### config.mk
export PLATFORM = sky130hd
export DESIGN_NAME = sync_gen
export DESIGN_NICKNAME = d
export VERILOG_FILES = /design/src/rtl/sync_pkg.sv /design/src/rtl/sync_seq_rom.sv /design/src/rtl/sync_gen.sv
export SDC_FILE = /design/constraint.sdc
export NUM_CORES = 1
export LEC_CHECK = 0
export CORE_UTILIZATION = 50
export DETAILED_ROUTE_END_ITERATION = 10
export PLACE_DENSITY = 0.72
export RECOVER_POWER = 25
export SYNTH_ARGS = -nofsm -noshare
export SYNTH_HDL_FRONTEND = slang
export SYNTH_HIERARCHICAL = 1
export SYNTH_SLANG_ARGS = --single-unit
### constraint.sdc
create_clock -name iclk -period 3.6 [get_ports iclk]
set_input_delay 0.9 -clock iclk [delete_from_list [all_inputs] [get_ports iclk]]
set_output_delay 0.9 -clock iclk [all_outputs]
set_load 0.005 [all_outputs]
### src/rtl/sync_pkg.sv
// Constants and types shared by the burst-path sync generator and the receive correlator.
package sync_pkg;

   // Preamble bit pattern. Symbol k of an N-symbol preamble uses bit 63-k, so only the top N bits are used.
   localparam logic [63:0] SYNC_SEQ = 64'hB45A_C3E1_9F2D_7086;

   typedef enum logic [1:0] {
      IDLE,
      SYNC,
      DATA
   } state_e;

   function automatic logic [63:0] sync_p(input int w);
      return (64'd1 << (w - 1)) - 64'd1;
   endfunction

   function automatic logic [63:0] sync_n(input int w);
      return ~sync_p(w) + 64'd1;
   endfunction

endpackage

### src/rtl/sync_seq_rom.sv
// Preamble lookup: maps a symbol index to +/-full-scale, registered so it lines up with the payload register.
module sync_seq_rom #(
   parameter int pDAT_W = 8
) (
   input  logic                     clk_i,
   input  logic                     rst_ni,
   input  logic                     en_i,
   input  logic [5:0]               idx_i,
   output logic signed [pDAT_W-1:0] sym_o
);
   import sync_pkg::*;

   localparam logic [pDAT_W-1:0] SymP = pDAT_W'(sync_p(pDAT_W));
   localparam logic [pDAT_W-1:0] SymN = pDAT_W'(sync_n(pDAT_W));

   logic [5:0]               bitIdx;
   logic signed [pDAT_W-1:0] sym_q;

   assign bitIdx = 6'd63 - idx_i;

   always_ff @(posedge clk_i or negedge rst_ni) begin
      if (!rst_ni) begin
         sym_q <= '0;
      end else if (en_i) begin
         sym_q <= SYNC_SEQ[bitIdx] ? SymP : SymN;
      end
   end

   assign sym_o = sym_q;

endmodule

### src/rtl/sync_gen.sv
// Transmit frame generator: preamble, then payload from a valid/ready source, with per-frame underrun stats.
module sync_gen #(
   parameter int pDAT_W    = 8,
   parameter int pTM_W     = 24,
   parameter int pSYNC_LEN = 32,
   parameter int pST_W     = 8
) (
   input  logic                     iclk,
   input  logic                     ireset,
   input  logic                     iena,
   input  logic                     irun,
   input  logic [pTM_W-1:0]         frame_time,
   input  logic signed [pDAT_W-1:0] idat,
   input  logic                     ival,
   output logic                     ordy,
   output logic signed [pDAT_W-1:0] odat,
   output logic                     oval,
   output logic                     osop,
   output logic                     oeof,
   output logic [pST_W-1:0]         ounder,
   output logic                     ostat_val
);
   import sync_pkg::*;

   localparam logic [pTM_W-1:0] MinFt    = pTM_W'(pSYNC_LEN + 1);
   localparam logic [pTM_W-1:0] LastSync = pTM_W'(pSYNC_LEN - 1);

   state_e                   state_q, state_d;
   logic [pTM_W-1:0]         cntSym_q, cntSym_d;
   logic [pTM_W-1:0]         ftLat_q, ftLat_d;
   logic [pST_W-1:0]         cntUnder_q, cntUnder_d;
   logic [pST_W-1:0]         ounder_q, ounder_d;
   logic                     statPend_q, statPend_d;
   logic                     stat_q, stat_d;
   logic signed [pDAT_W-1:0] dat_q, dat_d;
   logic                     selSync_q, selSync_d;
   logic                     oval_q, oval_d;
   logic                     osop_q, osop_d;
   logic                     oeof_q, oeof_d;

   logic [pTM_W-1:0]         ftClamp;
   logic                     lastSym;
   logic                     romEn;
   logic [5:0]               romIdx;
   logic signed [pDAT_W-1:0] romSym;

   assign ftClamp = (frame_time < MinFt) ? MinFt : frame_time;
   assign lastSym = (cntSym_q == ftLat_q - 1'b1);

   always_ff @(posedge iclk or negedge ireset) begin
      if (!ireset) begin
         state_q    <= IDLE;
         cntSym_q   <= '0;
         ftLat_q    <= '0;
         cntUnder_q <= '0;
         ounder_q   <= '0;
         statPend_q <= 1'b0;
         stat_q     <= 1'b0;
         dat_q      <= '0;
         selSync_q  <= 1'b0;
         oval_q     <= 1'b0;
         osop_q     <= 1'b0;
         oeof_q     <= 1'b0;
      end else begin
         state_q    <= state_d;
         cntSym_q   <= cntSym_d;
         ftLat_q    <= ftLat_d;
         cntUnder_q <= cntUnder_d;
         ounder_q   <= ounder_d;
         statPend_q <= statPend_d;
         stat_q     <= stat_d;
         dat_q      <= dat_d;
         selSync_q  <= selSync_d;
         oval_q     <= oval_d;
         osop_q     <= osop_d;
         oeof_q     <= oeof_d;
      end
   end

   always_comb begin
      state_d    = state_q;
      cntSym_d   = cntSym_q;
      ftLat_d    = ftLat_q;
      cntUnder_d = cntUnder_q;
      ounder_d   = ounder_q;
      statPend_d = 1'b0;
      stat_d     = 1'b0;
      dat_d      = dat_q;
      selSync_d  = selSync_q;
      oval_d     = 1'b0;
      osop_d     = 1'b0;
      oeof_d     = 1'b0;
      ordy       = 1'b0;
      romEn      = 1'b0;
      romIdx     = cntSym_q[5:0];

      // Stats publish one cycle after the eof beat, independent of the strobe.
      if (statPend_q) begin
         ounder_d   = cntUnder_q;
         cntUnder_d = '0;
         stat_d     = 1'b1;
      end

      unique case (state_q)
         IDLE: begin
            if (irun && iena) begin
               ftLat_d   = ftClamp;
               cntSym_d  = {{(pTM_W-1){1'b0}}, 1'b1};
               romEn     = 1'b1;
               romIdx    = 6'd0;
               selSync_d = 1'b1;
               oval_d    = 1'b1;
               osop_d    = 1'b1;
               state_d   = SYNC;
            end
         end
         SYNC: begin
            if (iena) begin
               romEn     = 1'b1;
               selSync_d = 1'b1;
               oval_d    = 1'b1;
               osop_d    = (cntSym_q == '0);
               cntSym_d  = cntSym_q + 1'b1;
               if (cntSym_q == LastSync) begin
                  state_d = DATA;
               end
            end
         end
         DATA: begin
            if (iena) begin
               ordy      = 1'b1;
               oval_d    = 1'b1;
               selSync_d = 1'b0;
               if (ival) begin
                  dat_d = idat;
               end else begin
                  dat_d      = '0;
                  cntUnder_d = (&cntUnder_q) ? cntUnder_q : cntUnder_q + 1'b1;
               end
               if (lastSym) begin
                  // Re-latching here lets the next frame start on the very next strobe.
                  oeof_d     = 1'b1;
                  statPend_d = 1'b1;
                  cntSym_d   = '0;
                  if (irun) begin
                     ftLat_d = ftClamp;
                     state_d = SYNC;
                  end else begin
                     state_d = IDLE;
                  end
               end else begin
                  cntSym_d = cntSym_q + 1'b1;
               end
            end
         end
         default: state_d = IDLE;
      endcase
   end

   sync_seq_rom #(
      .pDAT_W(pDAT_W)
   ) uRom (
      .clk_i (iclk),
      .rst_ni(ireset),
      .en_i  (romEn),
      .idx_i (romIdx),
      .sym_o (romSym)
   );

   assign odat      = selSync_q ? romSym : dat_q;
   assign oval      = oval_q;
   assign osop      = osop_q;
   assign oeof      = oeof_q;
   assign ounder    = ounder_q;
   assign ostat_val = stat_q;

endmodule

==> results of run 1 <==
-- flip-flops by register name (all words and copies together) (netlist names) --
signal      flops
state_q         2
cntSym_q       24
uRom/sym_o      3
ounder          8
osop            1
ostat_val       1
dat_q           8
oval            1
cntUnder_q      8
oeof            1
ftLat_q        24
selSync_q       1
-- layer usage --
layer,up-vias,part of all wire (%)
li1,2211,-
met1,2212,45
met2,95,49
met3,20,3.5
met4,0,1.9
met5,-,0
-- report_power, final --
part	leakage [nW]	switching, mW	total, mW	internal [mW]
clock	0.137	0.356	0.908	0.552
sequential	1.07	0.316	1.43	1.12
combinational	1.52	0.860	1.73	0.873
-- how the worst max path moves through the flow --
stage	startpoint	to	slack [ns]	depth (start not counted)
2_1_floorplan	ftLat_q[3]	ftLat_q[10]	0.55	10
3_3_place_gp	ftLat_q[3]	cntSym_q[5]	0.33	8
3_5_place_dp	ftLat_q[3]	cntSym_q[8]	0.21	8
4_1_cts	ftLat_q[3]	cntSym_q[8]	0.21	8
5_1_grt	ftLat_q[3]	cntSym_q[17]	0.04	8
6_report	ftLat_q[3]	cntSym_q[21]	0.20	8
-- synthesized netlist by cell type (4+ instances only) --
library cell | instances | share of area (%)
sky130_fd_sc_hd__dfrtp_1 | 82 | 37
sky130_fd_sc_hd__nand2_1 | 49 | 3.3
sky130_fd_sc_hd__o21ai_0 | 36 | 3.2
sky130_fd_sc_hd__nor2_1 | 33 | 2.2
sky130_fd_sc_hd__clkbuf_1 | 27 | 1.8
sky130_fd_sc_hd__nand3_1 | 24 | 2.2
sky130_fd_sc_hd__a21oi_1 | 22 | 2.0
sky130_fd_sc_hd__inv_1 | 22 | 1.5
sky130_fd_sc_hd__mux2_4 | 20 | 5.4
sky130_fd_sc_hd__nand4_1 | 20 | 2.3
sky130_fd_sc_hd__nor3_1 | 20 | 1.8
sky130_fd_sc_hd__mux2_2 | 19 | 3.9
sky130_fd_sc_hd__nor4_1 | 18 | 2.0
sky130_fd_sc_hd__xor2_1 | 16 | 2.5
sky130_fd_sc_hd__a22o_1 | 15 | 2.4
sky130_fd_sc_hd__ha_1 | 15 | 3.4
sky130_fd_sc_hd__xnor2_1 | 15 | 2.4
sky130_fd_sc_hd__nand2b_1 | 13 | 1.5
sky130_fd_sc_hd__nor2b_1 | 12 | 1.4
sky130_fd_sc_hd__and3_1 | 8 | 0.90
sky130_fd_sc_hd__a31oi_1 | 7 | 0.79
sky130_fd_sc_hd__buf_6 | 7 | 1.4
sky130_fd_sc_hd__o2111ai_1 | 7 | 1.1
sky130_fd_sc_hd__a21o_1 | 5 | 0.68
sky130_fd_sc_hd__buf_4 | 5 | 0.68
sky130_fd_sc_hd__o211ai_1 | 5 | 0.68
sky130_fd_sc_hd__and2_1 | 4 | 0.45
sky130_fd_sc_hd__mux2i_1 | 4 | 0.72
sky130_fd_sc_hd__or3_1 | 4 | 0.45
-- area by class of cell --
| class | count | area share (%) |
|---|---|---|
| inverter | 22 | 1.29 |
| sequential | 82 | 32.1 |
| timing repair buffer | 68 | 10.3 |
| clock buffer | 10 | 2.15 |
| tap | 140 | 2.74 |
| multi-input combinational | 445 | 49.3 |
| clock inverter | 6 | 2.15 |
-- layout by cell type, fill, tap and decap left out, types with 20 or more instances in the layout --
cell type,count
sky130_fd_sc_hd__nand3_1,24
sky130_fd_sc_hd__o21ai_0,36
sky130_fd_sc_hd__clkdlybuf4s50_1,56
sky130_fd_sc_hd__nand4_1,20
sky130_fd_sc_hd__nor2_1,33
sky130_fd_sc_hd__inv_1,22
sky130_fd_sc_hd__a21oi_1,22
sky130_fd_sc_hd__nand2_1,49
sky130_fd_sc_hd__dfrtp_1,82
sky130_fd_sc_hd__mux2_4,20
sky130_fd_sc_hd__nor3_1,20
-- critical path: cells and delay by family, from the launching register on --
kind | cells | cell delay, ns
flip-flops | 1 | 0.48
AND/OR/NAND/NOR | 5 | 1.84
AO/OA/AOI/OAI | 3 | 0.96
-- through the flow --
stage | setup WS (ns) | cell area (µm²) | total power, mW | util (%)
final | 0.198 | 6400 | 4.08 | 59.0
after global routing | 0.0383 | 6400 | 4.37 | 59.0
after CTS | 0.208 | 6400 | 4.09 | 59.0
after detailed placement | 0.214 | 6120 | 3.16 | 56.5
after global placement | 0.332 | 6120 | 3.10 | 56.5
after floorplan | 0.545 | 5560 | 2.77 | -
-- cells by family after synthesis --
kind of cell,count (synthesis),synth area share (%)
XOR/XNOR,33,5.70
multiplexers,43,9.98
AND/OR/NAND/NOR,228,22.2
AO/OA/AOI/OAI,126,15.5
flip-flops,82,36.9
buffers and inverters,67,6.35
adder cells (fa/ha/maj),15,3.38
==> results, run 1 <==
- The reg-to-reg endpoint is cntSym_q[21].
- The remaining design rule violation count is 0.
- Summed over all failing endpoints, the final setup total negative slack is 0 ns.
- The mean instance size in the synthesized netlist is 9.35 µm².
- The count of TritonRoute iterations in the first routing pass is 4.
- The slew at the pin closest to its max-slew limit is 2.02 ns.
- The number of clock buffers inserted by TritonCTS is 9.
- The global-route congestion overflow total is 0.
- The core footprint is 10800 µm².
- The delay of the slowest critical-path stage is 0.57 ns.
- The run finished, with violations left.
- For the worst setup path, the data arrival time is 3.65 ns.
- The path class of the tightest hold or removal check is reg -> reg.
- The area of the die is 11500 µm².
- From synthesis to final layout, the design area changed by 15.1%.
- The synthesis-stage register bit count is 82.
- The number of global-route vias before repair is 4595.
- The longest clock path from root to sink contains 2 buffers.
- The ratio of cells with drive above 1 in the final layout is 13.1%.
- The period utilization is 94.5%.
- The worst hold path was traced through 2 stages.
- The number of antenna cells inserted is 0.
- The fraction of synthesis flops using an asynchronous set or reset pin is 100%.
- The final layout contains routed wiring with a total length of 12.6 mm.
- The slowest library cell on the worst path is sky130_fd_sc_hd__or4_4.
- In this run, synthesis inferred 0 flip-flops with an integrated enable.
- The startpoint identified for the worst hold timing path is dat_q[1].
- Yosys printed 6 warnings.
- The setup skew after layout is 0.0109 ns.
- The number of antenna violations at the first check in global routing is 0.
- In this run the remaining antenna-violating nets after routing total 0.
- The pin count of the biggest net entering global routing is 83.
- Post-CTS timing repair inserted 0 buffers for setup.
- At the end of the flow, the number of nets in the layout was 680.
- The sequential cell area in the final layout is 2050 µm².
- The number of resized instances in the post-cts repair step is 0.
- The element type at the critical path start is a register.
- The required time at the worst-slack endpoint is 3.85 ns.
- The initialized floorplan defines 38 standard-cell rows.
- The share of the Yosys chip area taken by registers is 36.9%.
- The clock-pin slew on the worst setup and hold paths is 0.09 ns.
- The detailed-placement wirelength estimate is 9.12 mm.
- The static leakage is 2.72 nW.
- The total count of hold-check failures in the final report is 0.
- The checks that failed: capacitance limit, slew limit.
- The final number of setup-violating endpoints is 0.
- STA classifies the critical path endpoint as a register.
- The max-slew violation total from the final report is 83.
- The worst path in the final design needs a cycle of 3.40 ns, including I/O delays and setup.
- The clock tree from TritonCTS is built.
- The number of max-cap violations is 1.
- The number of different library cells in the post-synthesis netlist is 71.
- The die is 107 µm wide.
- The filler cells instantiated in the layout total 921.
- The synthesized netlist occupies a cell area of 5560 µm².
- The maximum level of the CTS H-tree is 3.
- The global-route total usage across every layer is 23.7%.
- The number of instances in the placed design is 757.
- After detailed routing, the number of vias per cell comes to 5.87.
- At the end of routability-driven placement, the weighted congestion stood at 0.897.
- Dividing total power by cell area gives a power density of 637 nW/µm².
- For met2 alone, demand over resource in global routing was 40.9%.
- For this configuration, the core starts out at a cell density of 51.2%.
- The relative max-transition margin is -34.6%.
- In this run the most used layer during global routing was met2.
- The global routing usage on met3 is 3.87%.
- Clock tree synthesis found a total of 82 sinks.
- The later pin in the worst-skew pair is clocked with a latency of 0.36 ns.
- Based on the critical path, the design can be clocked at up to 0.294 GHz.
- The critical path class is reg -> reg.
- The worst-case hold path end point is dat_q[1].
- The per-cell routed wire length is 16.3 µm.
- The worst-case reg-to-reg path depth is 8.
- The first-pass GRT wire length is 21.7 mm.
- The post-synth net total is 646.
- Synthesis produced 594 cells.
- The most instantiated flip-flop cell in the synthesis netlist is sky130_fd_sc_hd__dfrtp_1.
- The multi-input logic area is 3150 µm².
- Across the VDD grid, the largest voltage drop is 0.376 mV.
- The critical path goes through nor4_4 -> nand2_2 -> or4_1 -> a22o_1 -> or4_4 -> o21ai_4 -> nor2_4 -> a22o_1.
- Of all nets on the critical path, the largest fanout is 18.
- The met1 track demand over resource is 29.3%.
- On the final layout, the worst hold slack is 0.489 ns.
- For this block, the via count after detailed routing is 4538.
- For this run, the number of standard cells in the final layout without fillers is 773.
- Counting stages on the worst path, the most repeated cell is sky130_fd_sc_hd__a22o_1.
- The number of buffers inserted by hold repair at cts is 0.
- Buffers placed on the I/O ports in this run total 57.
- The floorplan die height is 107 µm.
- The number of DRC markers after the initial detailed-route iteration is 187.
- The worst reg2reg path startpoint is ftLat_q[3].
- The register-to-register path setup slack is 0.20 ns.
- Setup repair after global routing left no endpoint under its margin.
- The clock root buffer is sky130_fd_sc_hd__clkbuf_8.
- The number of primary I/O pins is 58.
Note: power is estimated with default switching activity, not from simulation.
==> inputs of run 2 (changes only) <==
- CTS_CLUSTER_SIZE: not set -> 10
==> results of run 2 <==
Same layout as run 1: the final DEF is identical, and so are final timing and power.
